**src/rtl/binary_search_param_if.sv**
```systemverilog
// Search request/response bundle between a requester and binary_search_param,
// including the read port to the external synchronous RAM.
interface binary_search_param_if #(
  parameter int ADDR_W = 5,
  parameter int DATA_W = 8
);
  logic              start;
  logic              mode;
  logic [DATA_W-1:0] A;
  logic [ADDR_W-1:0] rd_addr;
  logic [DATA_W-1:0] rd_data;
  logic              busy;
  logic              f;
  logic              nf;
  logic [ADDR_W-1:0] addr;
  logic [ADDR_W:0]   probes;

  modport master (
    output start, mode, A, rd_data,
    input  rd_addr, busy, f, nf, addr, probes
  );

  modport slave (
    input  start, mode, A, rd_data,
    output rd_addr, busy, f, nf, addr, probes
  );
endinterface

```
**src/rtl/binary_search_param.sv**
```systemverilog
// Binary search over a sorted external synchronous RAM; exact-match or
// lower-bound mode, two cycles per probe (address issue, then compare).
//
// state | meaning
// IDLE  | waiting for start, result flags clear
// ISSUE | mid driven on rd_addr
// CMP   | rd_data valid for mid; narrow lo/hi or finish
// DONE  | result held until start drops
module binary_search_param #(
  parameter int ADDR_W = 5,
  parameter int DATA_W = 8
) (
  input logic                  clk,
  input logic                  reset,
  binary_search_param_if.slave bus
);
  localparam int PW    = ADDR_W + 1;
  localparam int DEPTH = 1 << ADDR_W;

  typedef enum logic [1:0] {IDLE, ISSUE, CMP, DONE} state_t;

  state_t            state_q, state_d;
  logic [PW-1:0]     lo_q, lo_d, hi_q, hi_d, probes_q, probes_d;
  logic [ADDR_W-1:0] rd_addr_q, rd_addr_d, addr_q, addr_d, cand_q, cand_d;
  logic [DATA_W-1:0] a_q, a_d;
  logic              mode_q, mode_d, valid_q, valid_d;
  logic              f_q, f_d, nf_q, nf_d;
  logic [PW:0]       sum;
  logic [PW-1:0]     mid;
  logic              hit, stop;

  // Sum is one bit wider than lo/hi so the midpoint never overflows.
  assign sum = {1'b0, lo_q} + {1'b0, hi_q};
  assign mid = PW'(sum >> 1);

  always_ff @(posedge clk or posedge reset) begin
    if (reset) begin
      state_q   <= IDLE;
      lo_q      <= '0;
      hi_q      <= '0;
      probes_q  <= '0;
      rd_addr_q <= '0;
      addr_q    <= '0;
      cand_q    <= '0;
      a_q       <= '0;
      mode_q    <= 1'b0;
      valid_q   <= 1'b0;
      f_q       <= 1'b0;
      nf_q      <= 1'b0;
    end else begin
      state_q   <= state_d;
      lo_q      <= lo_d;
      hi_q      <= hi_d;
      probes_q  <= probes_d;
      rd_addr_q <= rd_addr_d;
      addr_q    <= addr_d;
      cand_q    <= cand_d;
      a_q       <= a_d;
      mode_q    <= mode_d;
      valid_q   <= valid_d;
      f_q       <= f_d;
      nf_q      <= nf_d;
    end
  end

  always_comb begin
    state_d   = state_q;
    lo_d      = lo_q;
    hi_d      = hi_q;
    probes_d  = probes_q;
    rd_addr_d = rd_addr_q;
    addr_d    = addr_q;
    cand_d    = cand_q;
    a_d       = a_q;
    mode_d    = mode_q;
    valid_d   = valid_q;
    f_d       = f_q;
    nf_d      = nf_q;
    hit       = 1'b0;
    stop      = 1'b0;
    unique case (state_q)
      IDLE: begin
        if (bus.start) begin
          a_d      = bus.A;
          mode_d   = bus.mode;
          lo_d     = '0;
          hi_d     = PW'(DEPTH - 1);
          probes_d = '0;
          valid_d  = 1'b0;
          f_d      = 1'b0;
          nf_d     = 1'b0;
          state_d  = ISSUE;
        end
      end
      ISSUE: begin
        rd_addr_d = mid[ADDR_W-1:0];
        probes_d  = probes_q + 1'b1;
        state_d   = CMP;
      end
      CMP: begin
        if (!mode_q) begin
          if (bus.rd_data == a_q) begin
            hit    = 1'b1;
            addr_d = mid[ADDR_W-1:0];
            f_d    = 1'b1;
          end else if (bus.rd_data < a_q) begin
            lo_d = mid + 1'b1;
          end else if (mid == '0) begin
            stop = 1'b1;
          end else begin
            hi_d = mid - 1'b1;
          end
        end else begin
          if (bus.rd_data >= a_q) begin
            cand_d  = mid[ADDR_W-1:0];
            valid_d = 1'b1;
            if (mid == '0) stop = 1'b1;
            else           hi_d = mid - 1'b1;
          end else begin
            lo_d = mid + 1'b1;
          end
        end
        // A decrement at mid == 0 ends the search instead of wrapping hi.
        if (hit) begin
          state_d = DONE;
        end else if (stop || (lo_d > hi_d)) begin
          state_d = DONE;
          if (mode_q && valid_d) begin
            f_d    = 1'b1;
            addr_d = cand_d;
          end else begin
            nf_d = 1'b1;
          end
        end else begin
          state_d = ISSUE;
        end
      end
      DONE: begin
        if (!bus.start) begin
          f_d     = 1'b0;
          nf_d    = 1'b0;
          state_d = IDLE;
        end
      end
      default: state_d = IDLE;
    endcase
  end

  assign bus.rd_addr = (state_q == ISSUE) ? mid[ADDR_W-1:0] : rd_addr_q;
  assign bus.busy    = (state_q == ISSUE) || (state_q == CMP);
  assign bus.f       = f_q;
  assign bus.nf      = nf_q;
  assign bus.addr    = addr_q;
  assign bus.probes  = probes_q;
endmodule
```
**src/flat_wrapper.sv**
```systemverilog
// flat-port wrapper written by rule: the top's interface ports become plain ports
module binary_search_param_flat 
#(
  parameter int ADDR_W = 5,
  parameter int DATA_W = 8
)
  (clk, reset, bus_start, bus_mode, bus_A, bus_rd_data, bus_rd_addr, bus_busy, bus_f, bus_nf, bus_addr, bus_probes);
  binary_search_param_if #(.ADDR_W(ADDR_W), .DATA_W(DATA_W)) bus_i ();
  input logic clk;
  input logic reset;
  input wire logic [$bits(bus_i.start)-1:0] bus_start;
  input wire logic [$bits(bus_i.mode)-1:0] bus_mode;
  input wire logic [$bits(bus_i.A)-1:0] bus_A;
  input wire logic [$bits(bus_i.rd_data)-1:0] bus_rd_data;
  output wire logic [$bits(bus_i.rd_addr)-1:0] bus_rd_addr;
  output wire logic [$bits(bus_i.busy)-1:0] bus_busy;
  output wire logic [$bits(bus_i.f)-1:0] bus_f;
  output wire logic [$bits(bus_i.nf)-1:0] bus_nf;
  output wire logic [$bits(bus_i.addr)-1:0] bus_addr;
  output wire logic [$bits(bus_i.probes)-1:0] bus_probes;
  assign bus_i.start = bus_start;
  assign bus_i.mode = bus_mode;
  assign bus_i.A = bus_A;
  assign bus_i.rd_data = bus_rd_data;
  assign bus_rd_addr = bus_i.rd_addr;
  assign bus_busy = bus_i.busy;
  assign bus_f = bus_i.f;
  assign bus_nf = bus_i.nf;
  assign bus_addr = bus_i.addr;
  assign bus_probes = bus_i.probes;
  binary_search_param #(.ADDR_W(ADDR_W), .DATA_W(DATA_W)) u_core (.clk(clk), .reset(reset), .bus(bus_i));
endmodule
```
**config.mk**
```make
export PLATFORM = sky130hd
export DESIGN_NAME = binary_search_param_flat
export DESIGN_NICKNAME = d
export VERILOG_FILES = /design/src/rtl/binary_search_param_if.sv /design/src/rtl/binary_search_param.sv /design/src/flat_wrapper.sv
export SDC_FILE = /design/constraint.sdc
export NUM_CORES = 1
export LEC_CHECK = 0
export CAP_MARGIN = 20
export CORE_UTILIZATION = 45
export DETAILED_ROUTE_END_ITERATION = 16
export PLACE_DENSITY = 0.72
export SLEW_MARGIN = 20
export SYNTH_ARGS = -nofsm -noshare
export SYNTH_HDL_FRONTEND = slang
export SYNTH_SLANG_ARGS = --single-unit
```
**constraint.sdc**
```tcl
create_clock -name clk -period 5.85 [get_ports clk]
set_input_delay 1.17 -clock clk [delete_from_list [all_inputs] [get_ports clk]]
set_output_delay 1.17 -clock clk [all_outputs]
set_load 0.05 [all_outputs]
```
==> impl_results.md <==
* Routed length per instance at 15.0 microns
* Reg clk slew, reported paths at 0.09 ns
* Synth Cell Area at 3160 sq um
* Maxcap violations at 0
* Launch point of the worst hold path: u_core.cand_q[3]
* Post-synth EDFFs at 0
* Largest net degree at the start of global routing at 48
* CTS Buf Count at 5
* Routed via count at 2655
* Min cycle time layout at 4.91 ns
* Worst-path fanout max at 16
* Max-slew violation count at 0
* Hold Crit Class: reg2reg
* DIE HEIGHT at 85.8 microns
* Yosys cell types at 59
* DR iter-0 viols at 189
* Critical Path Start: bus_rd_data[0]
* Syn nets at 391
* DRT met1 WL at 3420 microns
* Critical Path RT at 6.04 ns
* Setup_tns at 0 ns
* Worst-margin pin slew at 0.885 ns
* Final Hold Fails at 0
* CTS H-tree depth at 2
* Largest cells by area after synthesis: dfrtp_1 (37%), ha_1 (11%), mux2_2 (5.3%)
* Die area at 7360 sq um
* Setup crit start kind: input port
* Final WS setup at 0.937 ns
* Top sig layer: met4
* Post-Syn Area per Cell at 9.24 sq um
* CTS tree: built
* Worst-Skew Late Latency at 0.31 ns
* Synth-to-Final Area Change at 19.1%
* Setup WS pre-CTS at 0.657 ns
* Total wire length at 7120 microns
* Detailed Place HPWL at 5250 microns
* Layout cells sized above 1 at 9.55%
* Drc violations at 0
* Met3 routed WL at 349 microns
* Synth Flop Type: dfrtp_1
* Clock Root Buffer: clkbuf_8
* Post-CTS sizing at 0
* # hold bufs at CTS at 0
* Diode count at 0
* First-pass GRT wire length at 12100 microns
* Flop2flop setup slack at 1.20 ns
* Slew margin rel. at 41.0%
* Antenna-violating nets left at 0
* Worst Clk Skew at 0.00898 ns
* Core Area at 6790 sq um
* Crit end category: register
* Vias in the first global route at 2504
* WHS at 0.486 ns
* Detailed Routing Iterations Pass 1 at 5
* Worst R2R Start: u_core.hi_q[1]
* Fillers at 611
* Ports at 39
* Area share of the largest cell type after synthesis at 37.2%
* Num Clock Sinks at 47
* Buffers on Ports at 38
* Synth warnings at 0
* Synthesis-stage register bit count at 47
* Critical setup path kind: in2reg
* Final period util at 84.0%
* Vias per std cell at 5.61
* Count leader, synth: dfrtp_1
* Result of the run: completed
* CP arrival at 5.10 ns
* Final setup viols at 0
* Routed wl met2 at 3260 microns
* Starting density of the core at 46.5%
* Sequential fraction of the synthesis area at 37.2%
* Top post-synthesis cells by count: dfrtp_1 (47), nand2_1 (35), ha_1 (28), inv_1 (28), nor2_1 (25)
* Fmax at 204 MHz
* Die Wd at 85.8 microns
* Rows at 30
* Yosys top cell by area: dfrtp_1
* Clk buf depth at 2
* RSZ-0062 raised after global routing: false
* Nets at 425
* GRT Overall Usage at 20.9%
* GPL Wtd Cong at 0.869
* Initial antenna violation count at 0
* Grt ovf at 0
* Async SR Flop Fraction at 100%
* Synth Instances at 342
* Postcts setup bufs at 0
## critical path, stage by stage
cell and delay, ns:
clkdlybuf4s50_1 0.45, inv_1 0.04, ha_1 0.28, nand2b_1 0.10, a2111oi_0 0.10, o31ai_2 0.28
nand2_1 0.13, nor2_2 0.58, o21ai_0 0.18, ha_1 0.34, a21oi_1 0.16, a21boi_0 0.13
o32ai_1 0.36, nand2_1 0.09, o221a_2 0.29, and2_1 0.16, a221o_1 0.25
## worst paths after layout
kind	to	cells past startpoint
max	u_core.bus.addr[0]	17
min	u_core.cand_q[3]	2
max reg2reg	u_core.bus.addr[0]	16
min reg2reg	u_core.cand_q[3]	2
max in group asynchronous	u_core.rd_addr_q[3]	2
min in group asynchronous	u_core.rd_addr_q[0]	2
## logic make-up (layout without fill, tap and decap cells)
| group | Yosys count | in the layout | share of synthesized area, % |
|---|---|---|---|
| fa+ha+maj | 29 | 29 | 11.7 |
| mux | 21 | 21 | 7.24 |
| compound gates | 86 | 86 | 18.3 |
| flops | 47 | 47 | 37.2 |
| buf+inv | 41 | 76 | 5.03 |
| xor+xnor | 12 | 12 | 3.56 |
| simple gates | 106 | 106 | 16.9 |
## sequential cells by signal, summed over array words and instances, names as in the netlist
signal	cells
u_core.a_q	8
u_core.bus.f	1
u_core.lo_q	6
u_core.bus.probes	6
u_core.rd_addr_q	5
u_core.state_q	2
u_core.mode_q	1
u_core.cand_q	5
u_core.hi_q	6
u_core.valid_q	1
u_core.bus.nf	1
u_core.bus.addr	5
## through the flow
stage          utilization, %  instances  cell area (sq um)
2_1_floorplan               -        342               3160
3_3_place_gp             53.4        465               3630
3_5_place_dp             53.4        465               3630
4_1_cts                  55.4        473               3760
5_1_grt                  55.4        473               3760
6_report                 55.4        473               3760
## layer usage
metal  up-vias  track usage [%]
li1       1290                -
met4         0             4.70
met5         -                0
met3         7             3.56
met2        84             33.5
met1      1274             29.7
## area by class of cell
class / count / area (sq um) / area share (%)
Clock buffer: 5 / 68.8 / 1.83
Multi-Input combinational cell: 254 / 1830 / 48.6
Timing Repair Buffer: 40 / 395 / 10.5
Clock inverter: 3 / 67.6 / 1.79
Sequential cell: 47 / 1180 / 31.2
Tap cell: 96 / 120 / 3.19
Inverter: 28 / 106 / 2.82
## cell usage in the layout, fill, tap and decap left out, drive strengths merged, types with 4 or more instances in the layout
| master | count |
|---|---|
| dfrtp | 47 |
| clkdlybuf4s50 | 38 |
| nand2 | 36 |
| ha | 28 |
| inv | 27 |
| nor2 | 26 |
| a21oi | 24 |
| o21ai | 21 |
| mux2 | 15 |
| xnor2 | 9 |
| nand4 | 7 |
| nand3 | 7 |
| mux2i | 6 |
| nand2b | 5 |
| nor3 | 5 |
| clkbuf | 5 |
| o21a | 4 |
| a21o | 4 |
| a32o | 4 |
| nor3b | 4 |
| o31ai | 4 |
Power is not shown: default switching activity piles up to over one toggle a cycle in this logic, so the estimate is an artifact.
